### src/rtl/vreg_pipe_trace_pkg.sv
// Shared sizing helpers for the traced elastic register pipeline.
// Width of the occupancy count and layout of the ASCII line trace.
package vreg_pipe_trace_pkg;

    localparam int TRACE_PFX = 4;

    function automatic int cnt_w(input int n);
        return (n < 1) ? 1 : $clog2(n + 1);
    endfunction

    function automatic int fld_w(input int nbits);
        return (nbits + 3) / 4;
    endfunction

    // "p = " prefix, one hex field per stage, "|" between stages
    function automatic int trace_len(input int nbits, input int nst);
        return TRACE_PFX + nst * fld_w(nbits) + nst - 1;
    endfunction

    function automatic logic [7:0] hex_chr(input logic [3:0] n);
        return (n < 4'd10) ? (8'h30 + {4'b0, n}) : (8'h57 + {4'b0, n});
    endfunction

endpackage

### src/rtl/vreg_pipe_trace_if.sv
// Enqueue/dequeue val/rdy handshake bundle for the traced pipeline.
// master drives messages and deq_rdy; slave is the pipeline.
interface vreg_pipe_trace_if #(
    parameter int NBITS = 32
);
    logic             enq_val;
    logic             enq_rdy;
    logic [NBITS-1:0] enq_msg;
    logic             deq_val;
    logic             deq_rdy;
    logic [NBITS-1:0] deq_msg;

    modport master (
        output enq_val, enq_msg, deq_rdy,
        input  enq_rdy, deq_val, deq_msg
    );

    modport slave (
        input  enq_val, enq_msg, deq_rdy,
        output enq_rdy, deq_val, deq_msg
    );
endinterface

### src/rtl/vreg_pipe_stage.sv
// One pipeline slot: valid bit plus data register.
// Flush dominates load, load dominates drop.
module vreg_pipe_stage #(
    parameter int               NBITS       = 32,
    parameter logic [NBITS-1:0] RESET_VALUE = '0
) (
    input  logic             clk,
    input  logic             reset,
    input  logic             flush_i,
    input  logic             load_i,
    input  logic             drop_i,
    input  logic [NBITS-1:0] d_i,
    output logic             v_o,
    output logic [NBITS-1:0] d_o
);
    logic             v_q, v_d;
    logic [NBITS-1:0] d_q, d_d;

    always_comb begin
        v_d = v_q;
        d_d = d_q;
        if (flush_i) begin
            v_d = 1'b0;
            d_d = RESET_VALUE;
        end else if (load_i) begin
            v_d = 1'b1;
            d_d = d_i;
        end else if (drop_i) begin
            v_d = 1'b0;
        end
    end

    always_ff @(posedge clk or posedge reset) begin
        if (reset) begin
            v_q <= 1'b0;
            d_q <= RESET_VALUE;
        end else begin
            v_q <= v_d;
            d_q <= d_d;
        end
    end

    assign v_o = v_q;
    assign d_o = d_q;
endmodule

### src/rtl/vreg_pipe_trace.sv
// Elastic NSTAGES-deep register pipeline with bubble collapse,
// backpressure, synchronous flush and an ASCII per-stage line trace.
module vreg_pipe_trace
    import vreg_pipe_trace_pkg::*;
#(
    parameter int               NBITS       = 32,
    parameter int               NSTAGES     = 3,
    parameter logic [NBITS-1:0] RESET_VALUE = '0,
    localparam int              CW          = cnt_w(NSTAGES),
    localparam int              FW          = fld_w(NBITS),
    localparam int              TL          = trace_len(NBITS, NSTAGES)
) (
    input  logic                clk,
    input  logic                reset,
    input  logic                clear,
    vreg_pipe_trace_if.slave    pipe,
    output logic [CW-1:0]       count,
    output logic [8*TL-1:0]     trace
);
    logic [NSTAGES-1:0] v;
    logic [NSTAGES-1:0] go;
    logic [NSTAGES-1:0] load;
    logic [NBITS-1:0]   d [NSTAGES];
    logic [4*FW-1:0]    dp;

    // Ready flows back from the output end within one cycle
    always_comb begin
        go = '0;
        go[NSTAGES-1] = v[NSTAGES-1] & pipe.deq_rdy;
        for (int i = NSTAGES - 2; i >= 0; i--) begin
            go[i] = v[i] & (~v[i+1] | go[i+1]);
        end
    end

    assign pipe.enq_rdy = ~clear & (~v[0] | go[0]);
    assign pipe.deq_val = v[NSTAGES-1];
    assign pipe.deq_msg = d[NSTAGES-1];

    always_comb begin
        load = '0;
        load[0] = pipe.enq_val & pipe.enq_rdy;
        for (int i = 1; i < NSTAGES; i++) begin
            load[i] = go[i-1];
        end
    end

    for (genvar g = 0; g < NSTAGES; g++) begin : g_stage
        logic [NBITS-1:0] din;
        if (g == 0) begin : g_head
            assign din = pipe.enq_msg;
        end else begin : g_body
            assign din = d[g-1];
        end
        vreg_pipe_stage #(
            .NBITS       (NBITS),
            .RESET_VALUE (RESET_VALUE)
        ) u_stage (
            .clk     (clk),
            .reset   (reset),
            .flush_i (clear),
            .load_i  (load[g]),
            .drop_i  (go[g]),
            .d_i     (din),
            .v_o     (v[g]),
            .d_o     (d[g])
        );
    end

    always_comb begin
        count = '0;
        for (int i = 0; i < NSTAGES; i++) begin
            count = count + CW'(v[i]);
        end
    end

    // Leftmost character sits in the most significant byte
    always_comb begin
        trace = '0;
        dp    = '0;
        trace[8*TL-1 -: 8*TRACE_PFX] = "p = ";
        for (int i = 0; i < NSTAGES; i++) begin
            dp = '0;
            dp[NBITS-1:0] = d[i];
            for (int j = 0; j < FW; j++) begin
                trace[8*(TL-(TRACE_PFX+i*(FW+1)+j))-1 -: 8] =
                    v[i] ? hex_chr(dp[4*(FW-1-j) +: 4]) : 8'h2e;
            end
            if (i < NSTAGES - 1) begin
                trace[8*(TL-(TRACE_PFX+i*(FW+1)+FW))-1 -: 8] = 8'h7c;
            end
        end
    end
endmodule

### src/flat_wrapper.sv
// flat-port wrapper written by rule: the top's interface ports become plain ports
module vreg_pipe_trace_flat import vreg_pipe_trace_pkg::*;
#(
    parameter int               NBITS       = 32,
    parameter int               NSTAGES     = 3,
    parameter logic [NBITS-1:0] RESET_VALUE = '0,
    localparam int              CW          = cnt_w(NSTAGES),
    localparam int              FW          = fld_w(NBITS),
    localparam int              TL          = trace_len(NBITS, NSTAGES)
)
  (clk, reset, clear, count, trace, pipe_enq_val, pipe_enq_msg, pipe_deq_rdy, pipe_enq_rdy, pipe_deq_val, pipe_deq_msg);
  vreg_pipe_trace_if #(.NBITS(NBITS)) pipe_i ();
  input  logic clk;
  input  logic reset;
  input  logic clear;
  output logic [CW-1:0] count;
  output logic [8*TL-1:0] trace;
  input wire logic [$bits(pipe_i.enq_val)-1:0] pipe_enq_val;
  input wire logic [$bits(pipe_i.enq_msg)-1:0] pipe_enq_msg;
  input wire logic [$bits(pipe_i.deq_rdy)-1:0] pipe_deq_rdy;
  output wire logic [$bits(pipe_i.enq_rdy)-1:0] pipe_enq_rdy;
  output wire logic [$bits(pipe_i.deq_val)-1:0] pipe_deq_val;
  output wire logic [$bits(pipe_i.deq_msg)-1:0] pipe_deq_msg;
  assign pipe_i.enq_val = pipe_enq_val;
  assign pipe_i.enq_msg = pipe_enq_msg;
  assign pipe_i.deq_rdy = pipe_deq_rdy;
  assign pipe_enq_rdy = pipe_i.enq_rdy;
  assign pipe_deq_val = pipe_i.deq_val;
  assign pipe_deq_msg = pipe_i.deq_msg;
  vreg_pipe_trace #(.NBITS(NBITS), .NSTAGES(NSTAGES), .RESET_VALUE(RESET_VALUE)) u_core (.clk(clk), .reset(reset), .clear(clear), .pipe(pipe_i), .count(count), .trace(trace));
endmodule
### config.mk
export PLATFORM = sky130hd
export DESIGN_NAME = vreg_pipe_trace_flat
export DESIGN_NICKNAME = d
export VERILOG_FILES = /design/src/rtl/vreg_pipe_trace_pkg.sv /design/src/rtl/vreg_pipe_trace_if.sv /design/src/rtl/vreg_pipe_stage.sv /design/src/rtl/vreg_pipe_trace.sv /design/src/flat_wrapper.sv
export SDC_FILE = /design/constraint.sdc
export NUM_CORES = 1
export LEC_CHECK = 0
export CAP_MARGIN = 20
export CORE_AREA = 5 5 119 121
export DETAILED_ROUTE_END_ITERATION = 8
export DIE_AREA = 0 0 124 126
export DONT_BUFFER_PORTS = 1
export PLACE_DENSITY = 0.76
export SYNTH_ARGS = -nofsm -noshare
export SYNTH_HDL_FRONTEND = slang
export SYNTH_SLANG_ARGS = --single-unit
### constraint.sdc
create_clock -name clk -period 3.7 [get_ports clk]
set_input_delay 0.555 -clock clk [delete_from_list [all_inputs] [get_ports clk]]
set_output_delay 0.555 -clock clk [all_outputs]
set_load 0.03 [all_outputs]
==> impl_metrics.yaml, run 1 <==
cts:
  insertion_delay_ns: 0.34
  path_clk_slew_ns: 0.07
  cts_resized: 0
  cts_sinks: 99
  cts_hold_buf: 0
  cts_made_buffers: 9
  cts-htree-levels: 3
  cts_tree: "done"
  cts_max_path_buffers: 2
  post_cts_buffers: 0
  clock_tree.root_cell: "clkbuf_16"
final_layout:
  synthToLayoutAreaGrowth_pct: 3.84
  final_nets: 910
  final_layout_size_suffix_gt1_share_pct: 11.7
  diodes: 0
  final_util_pct: 57.6
synthesis:
  syn_area_per_cell_um2: 8.61
  synth.area.top_cells: "dfrtp_1 (34%), buf_4 (11%), a22o_1 (7.8%)"
  ys_ff_latch: 99
  synthArstFlopShare_pct: 100
  synth_top_area_share_pct: 34.4
  netlist_area_um2: 7210
  yosysWarnings: 0
  yosysTopAreaCell: "dfrtp_1"
  seq_area_frac_synth_pct: 34.4
  synthDistinctLibCells: 39
  synth_commonest_cells: "buf_4 (104), dfrtp_1 (99), nand2_1 (94)"
  syn_inst: 837
  synth_flop_cell: "dfrtp_1"
  synthMostInstantiatedCell: "buf_4"
  synth-edff-count: 0
sta:
  hold_viol: 0
  final_max_slew_viol_count: 0
  fmax_ghz: 0.356
  relSlewSlack_pct: 33.4
  min_period_over_period_pct: 75.8
  fin_skew_ns: 0.00366
  hold_slack_ns: 0.192
  setup_tns_ns: 0
  worst_slew_pin_slew_ns: 0.988
  setup_viol: 0
  setup_ws_ns: 0.894
  rsz0062_at_grt: "false"
  min_period_ns: 2.81
placement:
  io_buffer_count: 0
  place_congestion: 0.869
  hpwl_um: 13900
  detailedPlace.worstSlack_ns: 1.26
drt:
  wire_per_inst_um: 18.0
  wirelength_um: 18500
  drtIter0Drc: 318
  avgViaCountPerCell: 5.63
  drc: 0
  first_pass_iters: 5
  ant_nets: 0
  via_count: 5797
floorplan:
  die_area_um2: 15600
  die_h_um: 126
  num_rows: 42
  start_util_pct: 55.5
  die_x_um: 124
  ioPinCount: 313
  core-area_um2: 13000
global_routing:
  grt_overflow_total: 0
  antenna_found_initial: 0
  grt_pass1_wl_um: 28700
  grt_use_total_pct: 23.0
  first_global_vias: 5176
  grt_max_degree: 62
worst_setup_path:
  critPathMaxFanout: 6
  r2r_start: "u_core.g_stage[2].u_stage.v_o"
  worstSetupPathType: "reg -> out"
  cp-start-kind: "flop"
  cp.arrival_ns: 2.25
  end_kind: "output pin"
  r2r_slack_ns: 1.47
  crit_path_start: "u_core.g_stage[2].u_stage.d_o[1]"
  r2r_end: "u_core.g_stage[0].u_stage.d_o[2]"
  rr_worst_depth: 3
  required_ns: 3.14
power:
  powerDensity_nw_per_um2: 368
  power_switching_uw: 896
  power.share.clock_pct: 37.8
  combinationalPowerShare_pct: 19.0
  power_leakage_nw: 3.22
  switching_share_pct: 32.5
  p_int_mw: 1.86
  pwr-share-seq_pct: 43.2
  worst_ir_drop_vdd_mv: 0.257
run:
  drv_cap: 0
worst_hold_path:
  hold_class: "in -> async"
status:
  status: "finished, final reports clean"
## worst max-delay path by stage
stage,endpoint,slack [ns],cells after the start
floorplan,u_core.g_stage[0].u_stage.d_o[0],0.55,1
global route,trace[49],0.78,4
finish,trace[1],0.89,4
global placement,trace[9],1.27,4
CTS,trace[1],0.88,4
detailed placement,trace[57],1.26,4
## power groups by stage
stage	clock network [mW]	registers, mW	logic (mW)
finish	1.04	1.19	0.524
global route	1.11	1.20	0.569
CTS	1.06	1.19	0.525
detailed placement	0	1.21	0.524
global placement	0	1.21	0.518
floorplan	0	1.18	0.561
## cell usage in the layout, fill, tap and decap left out, types with 9 or more instances in the layout
| cell | n |
|---|---|
| a22o_1 | 64 |
| buf_4 | 40 |
| inv_1 | 49 |
| nor2b_1 | 16 |
| xnor2_1 | 24 |
| nand3_1 | 22 |
| or3_1 | 21 |
| conb_1 | 96 |
| nand2_1 | 94 |
| a31o_1 | 10 |
| a211oi_2 | 10 |
| dfrtp_1 | 99 |
| o21ai_0 | 50 |
| o21bai_1 | 24 |
| and2_1 | 23 |
| mux2_4 | 9 |
| a21oi_1 | 50 |
| ha_1 | 24 |
| nor2_1 | 72 |
| clkbuf_16 | 9 |
## per-stage QoR
stage / std cells / area, um2 / power, mW
2_1_floorplan: 931 / 7560 / 1.74
3_3_place_gp: 1012 / 7140 / 1.72
3_5_place_dp: 1013 / 7150 / 1.73
4_1_cts: 1029 / 7480 / 2.77
5_1_grt: 1029 / 7480 / 2.88
6_report: 1029 / 7480 / 2.75
## metal layers
metal / global-route usage (%) / vias to the layer above / wire, um
li1: - / 2712 / -
met1: 31.5 / 2773 / 7890
met2: 35.7 / 278 / 8560
met3: 5.11 / 34 / 1620
met4: 8.51 / 0 / 471
met5: 0 / - / 0
## flip-flops by register name (all words and copies together), names as in the netlist
register                    count
u_core.g_stage.u_stage.d_o     96
u_core.g_stage.u_stage.v_o      3
## cell type report
class	instances	area [um2]
clock inverters	5	75.1
clock buffers	11	253
repair buffers	41	315
multi-input cells	645	3940
inverters	52	198
flip-flops and latches	99	2480
fillers	1157	5500
well taps	176	220
## kinds of logic after synthesis
| kind of cell | count (synthesis) | synth area share, % |
|---|---|---|
| xor gates and xnor gates | 24 | 2.92 |
| other | 2 | 0.104 |
| AOI/OAI and AO/OA | 225 | 22.0 |
| DFF | 99 | 34.4 |
| adders and majority gates | 25 | 4.45 |
| buffers and inverters | 187 | 15.9 |
| and+or+nand+nor | 259 | 17.2 |
| muxes | 16 | 2.97 |
## worst max-delay path: stages, from the launching register on
cell     delay [ns]
dfrtp_1        0.59
inv_1          0.15
ha_1           0.29
and2_1         0.14
o21ai_0        0.73
Power figures use the tool's default switching activity.
==> run 2: changes to the inputs <==
CORE_AREA = unset   (was 5 5 119 121)
CORE_MARGIN = 5   (was unset)
CORE_UTILIZATION = 59   (was unset)
DIE_AREA = unset   (was 0 0 124 126)
PLACE_DENSITY = 0.83   (was 0.76)
clock period = 2.3 ns   (was 3.7 ns; I/O delays follow)
==> impl_metrics.yaml, run 2 (same netlist as run 1, synthesis figures left out) <==
power:
  power_switching_mw: 1.45
  pwr-share-seq_pct: 42.7
  power.share.clock_pct: 35.8
  power_leakage_nw: 3.77
  powerDensity_nw_per_um2: 537
  p_int_mw: 3.02
  worst_ir_drop_vdd_mv: 0.346
  switching_share_pct: 32.4
  p_total_mw: 4.47
  combinationalPowerShare_pct: 21.6
status:
  status: "finished, final reports clean"
sta:
  final_max_slew_viol_count: 0
  hold_viol: 0
  rsz0062_at_grt: "false"
  min_period_ns: 2.19
  setup_viol: 0
  fmax_ghz: 0.456
  min_period_over_period_pct: 95.3
  fin_skew_ns: 0.00734
  relSlewSlack_pct: 53.5
  worst_slew_pin_slew_ns: 0.696
  setup_tns_ns: 0
worst_setup_path:
  cp.arrival_ns: 1.85
  r2r_end: "u_core.g_stage[1].u_stage.d_o[17]"
  end_kind: "output pin"
  rr_worst_depth: 4
  critPathMaxFanout: 6
  r2r_slack_ns: 0.39
  cp-endpoint: "trace[42]"
  slowest_stage: "dfrtp_1"
  required_ns: 1.96
  cp_cell_sequence: "inv_1 > ha_1 > nand2_1 > or3_1 > nand3_1 > buf_4"
  max_stage_delay_ns: 0.54
  crit_path_start: "u_core.g_stage[2].u_stage.d_o[21]"
  worstSetupPathType: "reg -> out"
  r2r_start: "u_core.g_stage[0].u_stage.v_o"
  cp-start-kind: "flop"
cts:
  cts_tree: "done"
  clock_tree.root_cell: "clkbuf_16"
  cts-htree-levels: 3
  post_cts_buffers: 0
  cts_max_path_buffers: 2
  cts_made_buffers: 9
  insertion_delay_ns: 0.34
  path_clk_slew_ns: 0.07
  cts_sinks: 99
placement:
  placed_area_um2: 8000
  hpwl_um: 14300
  dp.cells: 1100
  place_congestion: 0.891
  io_buffer_count: 0
global_routing:
  grt_pass1_wl_um: 29000
  antenna_found_initial: 0
  grt_overflow_total: 0
  first_global_vias: 5469
  grt_use_total_pct: 24.6
  grt_max_degree: 46
run:
  drv_cap: 0
final_layout:
  final_layout_size_suffix_gt1_share_pct: 22.6
  final_nets: 1028
  most-common-layout-cells: "buf_4 (156), dfrtp_1 (97), conb_1 (96)"
  final_common_cell: "buf_4"
  design_area_um2: 8340
  synthToLayoutAreaGrowth_pct: 15.7
  final_cells: 1117
  largest_register_ffs: 96
  diodes: 0
floorplan:
  ioPinCount: 313
  die_h_um: 121
  core-area_um2: 12000
  die_area_um2: 14500
  die_x_um: 121
  start_util_pct: 60.0
  num_rows: 40
drt:
  first_pass_iters: 5
  drtIter0Drc: 479
  drc: 0
  ant_nets: 0
  wirelength_um: 18900
  avgViaCountPerCell: 5.54
  wire_per_inst_um: 16.9
  via_count: 6193
worst_hold_path:
  hold_class: "in -> reg"
  holdCritStartpoint: "clear"
[run 2: cell count changes in the layout (fill, tap and decap cells not counted), sizes merged]
cell / before / now
clkinvlp: 0 / 3
dlygate4sd3: 0 / 1
clkinv: 3 / 4
clkbuf: 11 / 9
inv: 52 / 50
buf: 41 / 157
[run 2: final cells by class]
| type | count | area [um2] |
|---|---|---|
| timing repair inverter | 1 | 7.51 |
| tap | 147 | 184 |
| inverter | 52 | 203 |
| clock inverter | 6 | 91.3 |
| clock buffer | 9 | 225 |
| sequential | 99 | 2480 |
| fill | 945 | 3680 |
| multi-input combinational | 645 | 3940 |
| timing repair buffer | 158 | 1200 |
[run 2: power by group through the flow]
stage / Sequential, mW / Clock (mW) / Combinational (mW)
2_1_floorplan: 1.90 / 0 / 0.903
3_3_place_gp: 1.93 / 0 / 0.942
3_5_place_dp: 1.94 / 0 / 0.956
4_1_cts: 1.90 / 1.63 / 0.961
5_1_grt: 1.92 / 1.71 / 1.04
6_report: 1.91 / 1.60 / 0.964
[run 2: worst min path at each step]
stage	depth (start not counted)	to	slack [ns]
final	1	u_core.g_stage[0].u_stage.v_o	0.07
after global routing	1	u_core.g_stage[0].u_stage.v_o	0.05
after CTS	1	u_core.g_stage[0].u_stage.v_o	0.06
after detailed placement	1	u_core.g_stage[1].u_stage.d_o[20]	0.34
after global placement	1	u_core.g_stage[1].u_stage.d_o[20]	0.35
after floorplan	1	u_core.g_stage[1].u_stage.d_o[0]	0.47
[run 2: worst max-delay path, delay by kind of cell (launching register included)]
family,cells,cell delay [ns]
adders and majority gates,1,0.17
buffers and inverters,2,0.33
DFF,1,0.54
and+or+nand+nor,3,0.46
[run 2: stage by stage]
stage / utilization, % / hold slack [ns] / setup slack, ns
2_1_floorplan: - / 0.466 / 0.201
6_report: 69.4 / 0.0693 / 0.109
3_3_place_gp: 66.6 / 0.346 / 0.483
5_1_grt: 69.4 / 0.0528 / 0.00488
4_1_cts: 69.3 / 0.0586 / 0.100
3_5_place_dp: 66.6 / 0.344 / 0.430
[run 2: timing repair]
action	4_1_cts	5_1_grt
gates resized for setup	0	4
hold endpoints to repair	27	0
hold buffers	1	0
setup endpoints to repair	0	12
[run 2: per-layer routing]
metal	wire length, um	vias up	share of wire (%)	GRT usage, %
met5	0	-	0	0
met4	361	0	1.9	7.51
met3	1580	30	8.4	4.86
met2	9230	284	49	40.4
met1	7740	2924	41	33.0
li1	-	2955	-	-
